$ cat src/rtl/wb_pkg.sv
// Shared types for the Wishbone RMW bus master.
// Command opcodes and master FSM states.
package wb_pkg;

    typedef enum logic [1:0] {
        OP_READ  = 2'b00,
        OP_WRITE = 2'b01,
        OP_RMW   = 2'b10,
        OP_RSVD  = 2'b11
    } wb_op_t;

    typedef enum logic [1:0] {
        M_IDLE = 2'b00,
        M_RD   = 2'b01,
        M_GAP  = 2'b10,
        M_WR   = 2'b11
    } wb_master_state_t;

endpackage

$ cat src/rtl/wb_master_rmw_if.sv
// Command/response port plus Wishbone bus signals of the RMW master.
// The master modport is the master's own view; slave is the far side.
interface wb_master_rmw_if
    import wb_pkg::*;
#(
    parameter int unsigned ADDR_WIDTH = 16,
    parameter int unsigned DATA_WIDTH = 32,
    parameter int unsigned GRANULE    = 8
);
    localparam int unsigned SEL_WIDTH = DATA_WIDTH / GRANULE;

    logic                  cmd_valid_i;
    logic                  cmd_ready_o;
    wb_op_t                cmd_op_i;
    logic [ADDR_WIDTH-1:0] cmd_adr_i;
    logic [DATA_WIDTH-1:0] cmd_dat_i;
    logic [DATA_WIDTH-1:0] cmd_mask_i;
    logic [SEL_WIDTH-1:0]  cmd_sel_i;
    logic                  rsp_valid_o;
    logic [DATA_WIDTH-1:0] rsp_dat_o;
    logic                  rsp_err_o;
    logic [ADDR_WIDTH-1:0] adr_o;
    logic [DATA_WIDTH-1:0] dat_o;
    logic [DATA_WIDTH-1:0] dat_i;
    logic [SEL_WIDTH-1:0]  sel_o;
    logic                  we_o;
    logic                  stb_o;
    logic                  cyc_o;
    logic                  ack_i;

    modport master (
        input  cmd_valid_i, cmd_op_i, cmd_adr_i, cmd_dat_i,
        input  cmd_mask_i, cmd_sel_i, dat_i, ack_i,
        output cmd_ready_o, rsp_valid_o, rsp_dat_o, rsp_err_o,
        output adr_o, dat_o, sel_o, we_o, stb_o, cyc_o
    );

    modport slave (
        output cmd_valid_i, cmd_op_i, cmd_adr_i, cmd_dat_i,
        output cmd_mask_i, cmd_sel_i, dat_i, ack_i,
        input  cmd_ready_o, rsp_valid_o, rsp_dat_o, rsp_err_o,
        input  adr_o, dat_o, sel_o, we_o, stb_o, cyc_o
    );

endinterface

$ cat src/rtl/wb_watchdog.sv
// Cycle counter that flags a stalled strobe; TIMEOUT_CYCLES=0 never expires.
module wb_watchdog #(
    parameter int unsigned TIMEOUT_CYCLES = 64
) (
    input  logic clk_i,
    input  logic rst_i,
    input  logic clear_i,
    input  logic enable_i,
    output logic expired_o
);
    localparam int unsigned CW =
        (TIMEOUT_CYCLES > 0) ? $clog2(TIMEOUT_CYCLES + 1) : 1;

    logic [CW-1:0] cnt_q, cnt_d;

    always_comb begin
        cnt_d = cnt_q;
        if (clear_i)
            cnt_d = '0;
        else if (enable_i)
            cnt_d = cnt_q + CW'(1);
    end

    always_ff @(posedge clk_i or posedge rst_i) begin
        if (rst_i)
            cnt_q <= '0;
        else
            cnt_q <= cnt_d;
    end

    // Expiry is judged on the edge that would be the last allowed one.
    assign expired_o = (TIMEOUT_CYCLES != 0) && enable_i &&
                       (cnt_q == CW'(TIMEOUT_CYCLES - 1));

endmodule

$ cat src/rtl/wb_master_rmw.sv
// Wishbone B4 classic single-transfer master running READ, WRITE and RMW commands.
// RMW keeps cyc_o asserted and drops stb_o for one GAP cycle between phases.
module wb_master_rmw
    import wb_pkg::*;
#(
    parameter int unsigned ADDR_WIDTH     = 16,
    parameter int unsigned DATA_WIDTH     = 32,
    parameter int unsigned GRANULE        = 8,
    parameter int unsigned TIMEOUT_CYCLES = 64
) (
    input logic            clk_i,
    input logic            rst_i,
    wb_master_rmw_if.master bus
);
    localparam int unsigned SEL_WIDTH = DATA_WIDTH / GRANULE;

    wb_master_state_t      state_q, state_d;
    wb_op_t                op_q, op_d;
    logic [ADDR_WIDTH-1:0] adr_q, adr_d;
    logic [DATA_WIDTH-1:0] wdat_q, wdat_d;
    logic [DATA_WIDTH-1:0] cdat_q, cdat_d;
    logic [DATA_WIDTH-1:0] mask_q, mask_d;
    logic [DATA_WIDTH-1:0] rd_q, rd_d;
    logic [DATA_WIDTH-1:0] rsp_dat_q, rsp_dat_d;
    logic [SEL_WIDTH-1:0]  sel_q, sel_d;
    logic                  cyc_q, cyc_d;
    logic                  stb_q, stb_d;
    logic                  we_q, we_d;
    logic                  rsp_valid_q, rsp_valid_d;
    logic                  rsp_err_q, rsp_err_d;
    logic                  ready_q, ready_d;
    logic                  expired;
    logic                  abort;

    wb_watchdog #(
        .TIMEOUT_CYCLES(TIMEOUT_CYCLES)
    ) u_wdog (
        .clk_i    (clk_i),
        .rst_i    (rst_i),
        .clear_i  (~stb_q),
        .enable_i (stb_q & ~bus.ack_i),
        .expired_o(expired)
    );

    always_comb begin
        state_d     = state_q;
        op_d        = op_q;
        adr_d       = adr_q;
        wdat_d      = wdat_q;
        cdat_d      = cdat_q;
        mask_d      = mask_q;
        sel_d       = sel_q;
        rd_d        = rd_q;
        cyc_d       = cyc_q;
        stb_d       = stb_q;
        we_d        = we_q;
        rsp_valid_d = 1'b0;
        rsp_dat_d   = rsp_dat_q;
        rsp_err_d   = rsp_err_q;
        abort       = 1'b0;
        unique case (state_q)
            M_IDLE: begin
                if (bus.cmd_valid_i && ready_q) begin
                    op_d   = bus.cmd_op_i;
                    adr_d  = bus.cmd_adr_i;
                    cdat_d = bus.cmd_dat_i;
                    mask_d = bus.cmd_mask_i;
                    sel_d  = bus.cmd_sel_i;
                    unique case (bus.cmd_op_i)
                        OP_READ, OP_RMW: begin
                            state_d = M_RD;
                            cyc_d   = 1'b1;
                            stb_d   = 1'b1;
                            we_d    = 1'b0;
                        end
                        OP_WRITE: begin
                            state_d = M_WR;
                            cyc_d   = 1'b1;
                            stb_d   = 1'b1;
                            we_d    = 1'b1;
                            wdat_d  = bus.cmd_dat_i;
                        end
                        default: begin
                            rsp_valid_d = 1'b1;
                            rsp_err_d   = 1'b1;
                            rsp_dat_d   = '0;
                        end
                    endcase
                end
            end
            M_RD: begin
                if (bus.ack_i) begin
                    rd_d = bus.dat_i;
                    if (op_q == OP_RMW) begin
                        state_d = M_GAP;
                        stb_d   = 1'b0;
                        wdat_d  = (bus.dat_i & ~mask_q) | (cdat_q & mask_q);
                    end else begin
                        state_d     = M_IDLE;
                        cyc_d       = 1'b0;
                        stb_d       = 1'b0;
                        rsp_valid_d = 1'b1;
                        rsp_err_d   = 1'b0;
                        rsp_dat_d   = bus.dat_i;
                    end
                end else if (expired) begin
                    abort = 1'b1;
                end
            end
            M_GAP: begin
                state_d = M_WR;
                stb_d   = 1'b1;
                we_d    = 1'b1;
            end
            M_WR: begin
                if (bus.ack_i) begin
                    state_d     = M_IDLE;
                    cyc_d       = 1'b0;
                    stb_d       = 1'b0;
                    we_d        = 1'b0;
                    rsp_valid_d = 1'b1;
                    rsp_err_d   = 1'b0;
                    rsp_dat_d   = (op_q == OP_RMW) ? rd_q : '0;
                end else if (expired) begin
                    abort = 1'b1;
                end
            end
            default: state_d = M_IDLE;
        endcase
        // A timed-out read of an RMW also skips the write phase.
        if (abort) begin
            state_d     = M_IDLE;
            cyc_d       = 1'b0;
            stb_d       = 1'b0;
            we_d        = 1'b0;
            rsp_valid_d = 1'b1;
            rsp_err_d   = 1'b1;
            rsp_dat_d   = '0;
        end
        ready_d = (state_d == M_IDLE);
    end

    always_ff @(posedge clk_i or posedge rst_i) begin
        if (rst_i) begin
            state_q     <= M_IDLE;
            op_q        <= OP_READ;
            adr_q       <= '0;
            wdat_q      <= '0;
            cdat_q      <= '0;
            mask_q      <= '0;
            sel_q       <= '0;
            rd_q        <= '0;
            cyc_q       <= 1'b0;
            stb_q       <= 1'b0;
            we_q        <= 1'b0;
            rsp_valid_q <= 1'b0;
            rsp_dat_q   <= '0;
            rsp_err_q   <= 1'b0;
            ready_q     <= 1'b0;
        end else begin
            state_q     <= state_d;
            op_q        <= op_d;
            adr_q       <= adr_d;
            wdat_q      <= wdat_d;
            cdat_q      <= cdat_d;
            mask_q      <= mask_d;
            sel_q       <= sel_d;
            rd_q        <= rd_d;
            cyc_q       <= cyc_d;
            stb_q       <= stb_d;
            we_q        <= we_d;
            rsp_valid_q <= rsp_valid_d;
            rsp_dat_q   <= rsp_dat_d;
            rsp_err_q   <= rsp_err_d;
            ready_q     <= ready_d;
        end
    end

    assign bus.cmd_ready_o = ready_q;
    assign bus.rsp_valid_o = rsp_valid_q;
    assign bus.rsp_dat_o   = rsp_dat_q;
    assign bus.rsp_err_o   = rsp_err_q;
    assign bus.adr_o       = adr_q;
    assign bus.dat_o       = wdat_q;
    assign bus.sel_o       = sel_q;
    assign bus.we_o        = we_q;
    assign bus.stb_o       = stb_q;
    assign bus.cyc_o       = cyc_q;

endmodule
$ cat src/flat_wrapper.sv
// flat-port wrapper written by rule: the top's interface ports become plain ports
module wb_master_rmw_flat import wb_pkg::*;
#(
    parameter int unsigned ADDR_WIDTH     = 16,
    parameter int unsigned DATA_WIDTH     = 32,
    parameter int unsigned GRANULE        = 8,
    parameter int unsigned TIMEOUT_CYCLES = 64
)
  (clk_i, rst_i, bus_cmd_valid_i, bus_cmd_op_i, bus_cmd_adr_i, bus_cmd_dat_i, bus_cmd_mask_i, bus_cmd_sel_i, bus_dat_i, bus_ack_i, bus_cmd_ready_o, bus_rsp_valid_o, bus_rsp_dat_o, bus_rsp_err_o, bus_adr_o, bus_dat_o, bus_sel_o, bus_we_o, bus_stb_o, bus_cyc_o);
  wb_master_rmw_if #(.ADDR_WIDTH(ADDR_WIDTH), .DATA_WIDTH(DATA_WIDTH), .GRANULE(GRANULE)) bus_i ();
  input logic clk_i;
  input logic rst_i;
  input wire logic [$bits(bus_i.cmd_valid_i)-1:0] bus_cmd_valid_i;
  input wire logic [$bits(bus_i.cmd_op_i)-1:0] bus_cmd_op_i;
  input wire logic [$bits(bus_i.cmd_adr_i)-1:0] bus_cmd_adr_i;
  input wire logic [$bits(bus_i.cmd_dat_i)-1:0] bus_cmd_dat_i;
  input wire logic [$bits(bus_i.cmd_mask_i)-1:0] bus_cmd_mask_i;
  input wire logic [$bits(bus_i.cmd_sel_i)-1:0] bus_cmd_sel_i;
  input wire logic [$bits(bus_i.dat_i)-1:0] bus_dat_i;
  input wire logic [$bits(bus_i.ack_i)-1:0] bus_ack_i;
  output wire logic [$bits(bus_i.cmd_ready_o)-1:0] bus_cmd_ready_o;
  output wire logic [$bits(bus_i.rsp_valid_o)-1:0] bus_rsp_valid_o;
  output wire logic [$bits(bus_i.rsp_dat_o)-1:0] bus_rsp_dat_o;
  output wire logic [$bits(bus_i.rsp_err_o)-1:0] bus_rsp_err_o;
  output wire logic [$bits(bus_i.adr_o)-1:0] bus_adr_o;
  output wire logic [$bits(bus_i.dat_o)-1:0] bus_dat_o;
  output wire logic [$bits(bus_i.sel_o)-1:0] bus_sel_o;
  output wire logic [$bits(bus_i.we_o)-1:0] bus_we_o;
  output wire logic [$bits(bus_i.stb_o)-1:0] bus_stb_o;
  output wire logic [$bits(bus_i.cyc_o)-1:0] bus_cyc_o;
  assign bus_i.cmd_valid_i = bus_cmd_valid_i;
  assign bus_i.cmd_op_i = bus_cmd_op_i;
  assign bus_i.cmd_adr_i = bus_cmd_adr_i;
  assign bus_i.cmd_dat_i = bus_cmd_dat_i;
  assign bus_i.cmd_mask_i = bus_cmd_mask_i;
  assign bus_i.cmd_sel_i = bus_cmd_sel_i;
  assign bus_i.dat_i = bus_dat_i;
  assign bus_i.ack_i = bus_ack_i;
  assign bus_cmd_ready_o = bus_i.cmd_ready_o;
  assign bus_rsp_valid_o = bus_i.rsp_valid_o;
  assign bus_rsp_dat_o = bus_i.rsp_dat_o;
  assign bus_rsp_err_o = bus_i.rsp_err_o;
  assign bus_adr_o = bus_i.adr_o;
  assign bus_dat_o = bus_i.dat_o;
  assign bus_sel_o = bus_i.sel_o;
  assign bus_we_o = bus_i.we_o;
  assign bus_stb_o = bus_i.stb_o;
  assign bus_cyc_o = bus_i.cyc_o;
  wb_master_rmw #(.ADDR_WIDTH(ADDR_WIDTH), .DATA_WIDTH(DATA_WIDTH), .GRANULE(GRANULE), .TIMEOUT_CYCLES(TIMEOUT_CYCLES)) u_core (.clk_i(clk_i), .rst_i(rst_i), .bus(bus_i));
endmodule
$ cat config.mk
export PLATFORM = sky130hd
export DESIGN_NAME = wb_master_rmw_flat
export DESIGN_NICKNAME = d
export VERILOG_FILES = /design/src/rtl/wb_pkg.sv /design/src/rtl/wb_master_rmw_if.sv /design/src/rtl/wb_watchdog.sv /design/src/rtl/wb_master_rmw.sv /design/src/flat_wrapper.sv
export SDC_FILE = /design/constraint.sdc
export NUM_CORES = 1
export LEC_CHECK = 0
export BUFFER_PORTS_ARGS = -buffer_cell sky130_fd_sc_hd__buf_2
export CAP_MARGIN = 15
export CORE_MARGIN = 3
export CORE_UTILIZATION = 58
export CTS_CLUSTER_SIZE = 25
export DETAILED_ROUTE_END_ITERATION = 6
export PLACE_DENSITY_LB_ADDON = 0.08
export SYNTH_ARGS = -nofsm -noshare
export SYNTH_HDL_FRONTEND = slang
export SYNTH_SLANG_ARGS = --single-unit
$ cat constraint.sdc
create_clock -name clk_i -period 18.5 [get_ports clk_i]
set_input_delay 1.85 -clock clk_i [delete_from_list [all_inputs] [get_ports clk_i]]
set_output_delay 1.85 -clock clk_i [all_outputs]
set_load 0.02 [all_outputs]
==> metrics.md, run 1 <==
| Metric | Value |
|---|---|
| Outcome | `completed` |
| RSZ-0062 raised after global routing | `no` |
| Final #Nets | `900` |
| #FFs+latches synth | `approximately 200` |
| Avg WL per Cell | `roughly 21 um` |
| Post-Route WL | `20200 um` |
| Final hold slack | `0.487 ns` |
| Final TNS setup | `0 ns` |
| Final min period | `3.88 ns` |
| Final hold violation count | `0` |
| CTS tree | `done` |
| IO buf count | `around 210` |
| GP Congestion | `0.803` |
| Hold WC Path Type | `reg -> reg` |
| Clock skew | `0.00847 ns` |
| Drt initial violations | `376` |
| Largest net degree at the start of global routing | `133` |
| Final Util | `between 70% and 80%` |
| # Post-CTS Setup Buffers | `0` |
| Clock buffer depth | `2` |
| Worst setup startpoint | `bus_cmd_op_i[0]` |
| Syn avg cell area | `14.8 um2` |
| Initial Utilization | `60.5%` |
| Vias in the first global route | `6164` |
| Max Cap Viol | `0` |
| CORE AREA | `about 0.014 mm2` |
| Rel. slew slack | `26.2%` |
| Syn nets | `703` |
| Syn Inst Count | `580` |
| Antenna-violating nets left | `0` |
| Initial antenna violation count | `0` |
| Sequential share of the synthesized area | `57.6%` |
| Die X | `127 um` |
| # diodes | `0` |
| Crit Reg-Reg Startpoint | `u_core.state_q[0]$_DFF_PP0_` |
| Worst slew pin tran | `1.11 ns` |
| Register clock-pin slew on the reported worst setup and hold paths | `0.07 ns` |
| Vias per cell | `approximately 6` |
| Pwr Density | `187 mW/mm2` |
| Worst Path Class, Setup | `in -> reg` |
| Post-cts resize count | `0` |
| Share of layout cells above drive strength 1 | `54.7%` |
| CTS root buffer | `clkbuf_16` |
| CP Launch Type | `input port` |
| IO Pins | `around 210` |
| Yosys warns | `0` |
| Row cnt | `43` |
| Area growth, synth to finish | `19.8%` |
| Fmax | `0.258 GHz` |
| Final HPWL DP | `13300 um` |
| Post-Syn Area | `0.00856 mm2` |
| Worst Path Arrival | `around 4.2 ns` |
| CP Max Fanout | `33` |
| Tcrit/Tclk final | `21.0%` |
| DRC Markers | `0` |
| Hold Buf Count CTS | `0` |
| Peak VDD IR | `0.112 mV` |
| Critical Path End Type | `register` |
| Cell Chain, Critical Path | `buf_2 > nor2b_1 > a31o_2 > a21boi_4 > buf_4 > a2bb2oi_1` |
| GRT Util Overall | `25.6%` |
| HP Start | `u_core.bus.rsp_dat_o[0]$_DFFE_PP0P_` |
| Drt pass-1 iters | `4` |
| Skew-Pair Late Insertion Delay | `0.43 ns` |
| Dpl ws | `14.15 ns` |
| TritonCTS buffer count | `17` |
| Endpoints failing setup | `0` |
| CP max-delay cell | `a31o_2` |
| Critical path's largest stage delay | `0.92 ns` |
| Leak pwr | `4.61 nW` |
| H-Tree Depth | `4` |
| # clock sinks | `197` |
| GRT overflow | `0` |
| First-pass GRT wire length | `32400 um` |
| Vias post-DR | `5756` |
| CP Data Required Time | `between 15 and 20 ns` |
| Post-synth cell types | `49` |
| PnR worst setup slack | `14.62 ns` |
| Die Area | `0.0162 mm2` |
| Final Slew Violations | `0` |
| Die height | `127 um` |
routing by layer:
layer  routed length [um]  global-route usage [%]  up-vias
li1                     -                       -     2603
met1                 8230                    31.8     2920
met2                 9950                    42.5      197
met3                 1550                    8.19       36
met4                  466                    8.71        0
met5                    0                       0        -
report_power, final:
group | switching, mW | internal (mW)
clock | 0.151 | 0.221
sequential | 0.129 | 0.638
combinational | 0.406 | 0.371
synth_stat cells, drive strengths merged:
master	count	area (um2)
a22oi	32	240
o21a	2	15.0
clkinv	1	3.75
or3	1	6.26
o21bai	1	7.51
a21oi	3	15.0
o21ai	2	10.0
xnor2	4	35.0
nor2b	4	25.0
nor3	3	20.0
nand4b	1	8.76
nand3	1	5.00
mux2	150	1690
o32ai	1	27.5
a31o	1	8.76
nor3b	1	7.51
or2	1	6.26
o2bb2ai	33	289
o2bb2a	1	10.0
and4bb	1	12.5
nand4	2	12.5
buf	26	205
clkbuf	14	52.6
and2	5	31.3
a211o	1	8.76
nand2b	2	20.0
mux2i	1	10.0
o211ai	2	15.0
o22ai	34	213
a21o	2	15.0
o211a	1	17.5
inv	5	18.8
ha	1	12.5
nor2	4	27.5
nand3b	1	7.51
nand2	4	22.5
a21boi	2	26.3
a221o	1	10.0
a2bb2oi	31	459
dfrtp	197	4930
sequential cells by signal (all words and copies together) (netlist names), 2 cells and up:
| register | flops |
|---|---|
| u_core.mask_q | 32 |
| u_core.u_wdog.cnt_q | 7 |
| u_core.cdat_q | 32 |
| u_core.bus.adr_o | 16 |
| u_core.bus.dat_o | 32 |
| u_core.bus.sel_o | 4 |
| u_core.op_q | 2 |
| u_core.state_q | 2 |
| u_core.rd_q | 32 |
| u_core.bus.rsp_dat_o | 32 |
path summary, 6_finish.rpt:
kind,depth (start not counted),slack [ns],endpoint
min reg2reg,1,0.49,u_core.bus.rsp_dat_o[0]$_DFFE_PP0P_
max in group asynchronous,3,15.48,u_core.u_wdog.cnt_q[2]$_DFFE_PP0P_
min in group asynchronous,2,1.57,u_core.bus.rsp_dat_o[7]$_DFFE_PP0P_
min,1,0.49,u_core.bus.rsp_dat_o[0]$_DFFE_PP0P_
max reg2reg,5,15.47,u_core.bus.dat_o[26]$_DFFE_PP0P_
max,6,14.62,u_core.bus.dat_o[26]$_DFFE_PP0P_
placed cells by master (no fill, tap or decap), types with 3 or more instances in the layout:
| cell | n |
|---|---|
| inv_1 | 4 |
| o22ai_1 | 34 |
| clkinv_2 | 5 |
| nor2b_1 | 3 |
| nand2_1 | 3 |
| a2bb2oi_2 | 30 |
| mux2_1 | 9 |
| buf_4 | 7 |
| o2bb2ai_1 | 33 |
| clkbuf_16 | 17 |
| clkbuf_8 | 3 |
| mux2_2 | 141 |
| bufinv_16 | 3 |
| xnor2_1 | 4 |
| a21oi_1 | 3 |
| a22oi_1 | 32 |
| buf_2 | 211 |
| and2_1 | 5 |
| dfrtp_1 | 197 |
layout make-up:
cell class	count	area, um2
flip-flops and latches	197	4930
inverters	6	30.0
repair buffers	218	1110
fillers	953	3900
well taps	180	225
clock inverters	10	130
multi-input cells	337	3360
clock buffers	20	467
worst max-delay path, delay by kind of cell:
kind            cells  cell delay [ns]
compound gates      3             1.58
buf+inv             2             0.56
simple gates        1             0.22
stage by stage:
stage	std cells	total power, mW	cell area [um2]
after floorplan	580	1.33	8560
after global placement	938	1.51	9650
final	968	1.91	10200
after global routing	968	2.02	10200
after detailed placement	938	1.55	9650
after CTS	968	1.93	10200
cell families (layout without fill, tap and decap cells):
logic type | Yosys count | count (layout) | synth area share [%]
flip-flops | 197 | 197 | 57.6
multiplexers | 151 | 151 | 19.9
AO/OA/AOI/OAI | 150 | 150 | 16.2
buffers and inverters | 46 | 254 | 3.28
AND/OR/NAND/NOR | 31 | 31 | 2.49
XOR/XNOR | 4 | 4 | 0.409
adder cells (fa/ha/maj) | 1 | 1 | 0.146
No activity file was read; power rests on OpenSTA's default activity.
==> inputs of run 2 (changes only) <==
--- a/config.mk
+++ b/config.mk
@@ -5,10 +5,11 @@
 export SDC_FILE = /design/constraint.sdc
 export NUM_CORES = 1
 export LEC_CHECK = 0
+export ABC_AREA = 1
 export BUFFER_PORTS_ARGS = -buffer_cell sky130_fd_sc_hd__buf_2
 export CAP_MARGIN = 15
 export CORE_MARGIN = 3
-export CORE_UTILIZATION = 58
+export CORE_UTILIZATION = 53
 export CTS_CLUSTER_SIZE = 25
 export DETAILED_ROUTE_END_ITERATION = 6
 export PLACE_DENSITY_LB_ADDON = 0.08
==> constraint.sdc (replaced) <==
create_clock -name clk_i -period 3.75 [get_ports clk_i]
set_input_delay 0.375 -clock clk_i [delete_from_list [all_inputs] [get_ports clk_i]]
set_output_delay 0.375 -clock clk_i [all_outputs]
set_load 0.02 [all_outputs]
==> run 2 against run 1 <==
Compared with the run above:
- design area is 0.62% higher
- area after synthesis is 0.41% lower
- largest power group is now sequential cells
- die area up 8.6%
- largest cell class unchanged
- sequential share of layout area decreased by 0.30 points
- setup slack worse by 13 ns
- clock power increased to 5.0 times the previous value
- highest routed layer unchanged
- sequential power grew to 4.7 times the previous value
- clock-buffer cell count rose by 1
- flip-flop and latch count did not move
- global-route usage grew 0.28 points
- non-clock buffer count up 2
- clock skew barely moved
==> metrics.md, run 2 <==
| Metric | Value |
|---|---|
| Outcome | `completed` |
| Final TNS setup | `0 ns (unchanged)` |
| CP Launch Type | `register` |
| CP Data Required Time | `4.10 ns (-14.75 ns)` |
| Final HPWL DP | `14600 um (+9.4%)` |
| Commonest non-fill, non-tap cell in the layout | `nand2_1` |
| Largest net degree at the start of global routing | `130 (-2.3%)` |
| #FFs+latches synth | `197 (unchanged)` |
| Sequential share of the synthesized area | `57.8% (+0.24 points)` |
| Avg WL per Cell | `15.7 um (-25%)` |
| Dpl ws | `1.30 ns (-12.85 ns)` |
| CTS root buffer | `clkbuf_16` |
| Hold WC Path Type | `in -> async` |
| Synth area leader | `dfrtp_1` |
| Final hold slack | `0.113 ns (-0.374 ns)` |
| Design Power | `9.02 mW (+370%)` |
| Syn nets | `1120 (+59%)` |
| Ys flop type | `dfrtp_1` |
| Rel. slew slack | `34.0% (+7.7 points)` |
| Most frequent cells in the layout | `nand2_1, buf_2, dfrtp_1` |
| Endpoints failing setup | `0 (unchanged)` |
| Initial Utilization | `55.0% (-5.4 points)` |
| Reg2reg path depth | `5 (unchanged)` |
| Row cnt | `45 (+4.7%)` |
| Die height | `133 um (+4.2%)` |
| # diodes | `0 (unchanged)` |
| First-pass GRT wire length | `36500 um (+13%)` |
| Post-Route WL | `22100 um (+9.6%)` |
| Placed cell area | `0.00971 mm2 (+0.58%)` |
| Die Area | `0.0176 mm2 (+8.6%)` |
| Final Slew Violations | `0 (unchanged)` |
| Share of layout cells above drive strength 1 | `22.1% (-33 points)` |
| Yosys warns | `0 (unchanged)` |
| Hold Buf Count CTS | `0 (unchanged)` |
| IO Pins | `212 (unchanged)` |
| Worst slew pin tran | `0.991 ns (-0.116 ns)` |
| Critical Path End Type | `register` |
| Synth top area share | `57.8% (+0.24 points)` |
| Placed Cells | `1375 (+47%)` |
| Vias per cell | `5.20 (-13%)` |
| H-Tree Depth | `4 (unchanged)` |
| Drt pass-1 iters | `5 (+1)` |
| CORE AREA | `0.0155 mm2 (+9.4%)` |
| Initial antenna violation count | `0 (unchanged)` |
| Clock buffer depth | `2 (unchanged)` |
| Post-synth cell types | `30 (-39%)` |
| Post-synth EDFFs | `0 (unchanged)` |
| CTS tree | `done` |
| # Post-CTS Setup Buffers | `0 (unchanged)` |
| Filler instances | `1337 (+40%)` |
| CP Max Fanout | `55 (+67%)` |
| Die X | `133 um (+4.2%)` |
| Worst Path Class, Setup | `reg -> reg` |
| Most common cell in the netlist | `nand2_1` |
| Post-cts resize count | `0 (unchanged)` |
| IO buf count | `211 (unchanged)` |
| Vias post-DR | `7314 (+27%)` |
| DRC Markers | `0 (unchanged)` |
| Final hold violation count | `0 (unchanged)` |
| Clock skew | `0.00799 ns (-0.000482 ns)` |
| Post-synth top cells | `nand2_1, dfrtp_1, o21ai_0` |
| Tcrit/Tclk final | `65.1%` |
| Async S/R FF share, synth | `100% (unchanged)` |
| Final Util | `66.6% (-5.8 points)` |
| RSZ-0062 raised after global routing | `no` |
| Vias in the first global route | `7164 (+16%)` |
| Final min period | `2.44 ns` |
| Fmax | `a little over 0.4 GHz` |
| PnR worst setup slack | `1.31 ns (-13.31 ns)` |
| GRT Util Overall | `25.9% (+0.28 points)` |
| # clock sinks | `197 (unchanged)` |
| TritonCTS buffer count | `17 (unchanged)` |
| Non-Filler Instances | `1406 (+45%)` |
| Leak pwr | `5.44 nW (+18%)` |
| Skew-Pair Late Insertion Delay | `0.43 ns (about the same)` |
| Final #Nets | `1307 (+45%)` |
| GRT overflow | `0 (unchanged)` |
| Post-Syn Area | `0.00852 mm2 (-0.41%)` |
| Area growth, synth to finish | `21.0%` |
| Drt initial violations | `577 (+53%)` |
| GP Congestion | `0.835 (+4.0%)` |
| Syn Inst Count | `997 (+72%)` |
| Antenna-violating nets left | `0 (unchanged)` |
| Register clock-pin slew on the reported worst setup and hold paths | `0.07 ns (about the same)` |
| Finished Cell Area | `0.0103 mm2 (+0.62%)` |
| Peak VDD IR | `0.536 mV (+380%)` |
| Pwr Density | `874 mW/mm2 (+370%)` |
| Syn avg cell area | `8.55 um2 (-42%)` |
| Worst Path Arrival | `2.79 ns (-1.44 ns)` |
| Max Cap Viol | `0 (unchanged)` |
| Synth top area cells | `dfrtp_1, nand2_1, o21ai_0, inv_1, nor2_1` |
-- run 2: final cells by class --
class | instances | area (um2) | share of cell area [%]
Sequential cell | 197 | 4930 | 47.8
Multi-Input combinational cell | 648 | 3010 | 29.2
Timing Repair Buffer | 220 | 1140 | 11.1
Clock buffer | 21 | 460 | 4.46
Inverter | 100 | 380 | 3.69
Tap cell | 211 | 264 | 2.56
Clock inverter | 9 | 129 | 1.25
-- run 2: worst max-delay path, cell delays in order, from the launching register on --
cell and delay [ns]:
dfrtp_1 0.53, nand2_2 0.37, inv_2 0.83, o21ai_0 0.25, a2bb2oi_1 0.20, a21oi_1 0.14
-- run 2: cell families after synthesis --
| kind of cell | synth area share (%) |
|---|---|
| buf+inv | 7.16 |
| simple gates | 19.9 |
| fa+ha+maj | 0.147 |
| flops | 57.8 |
| compound gates | 14.9 |
-- run 2: where the power goes --
part / leakage (nW) / internal (mW) / switching, mW
clock network: 0.285 / 1.07 / 0.760
registers: 2.44 / 3.12 / 0.523
logic: 2.71 / 1.23 / 2.32
-- run 2: path summary, 6_finish.rpt --
check                                                      from                                    to  slack [ns]
max in group asynchronous                                 rst_i  u_core.bus.rsp_dat_o[10]$_DFFE_PP0P_        2.92
hold / removal                                            rst_i         u_core.mask_q[23]$_DFFE_PP0P_        0.11
hold reg to reg            u_core.bus.rsp_dat_o[30]$_DFFE_PP0P_  u_core.bus.rsp_dat_o[30]$_DFFE_PP0P_        0.47
min in group clk_i                            bus_cmd_adr_i[11]      u_core.bus.adr_o[11]$_DFFE_PP0P_        0.13
setup reg to reg                    u_core.state_q[0]$_DFF_PP0_      u_core.bus.dat_o[10]$_DFFE_PP0P_        1.31
setup / recovery                    u_core.state_q[0]$_DFF_PP0_      u_core.bus.dat_o[10]$_DFFE_PP0P_        1.31
-- run 2: per-layer routing --
layer	global-route usage (%)	vias up	part of all wire, %
met5	0	-	0
li1	-	3587	-
met3	5.74	41	5.5
met2	41.1	229	48
met1	35.8	3457	44
met4	8.14	0	2.2
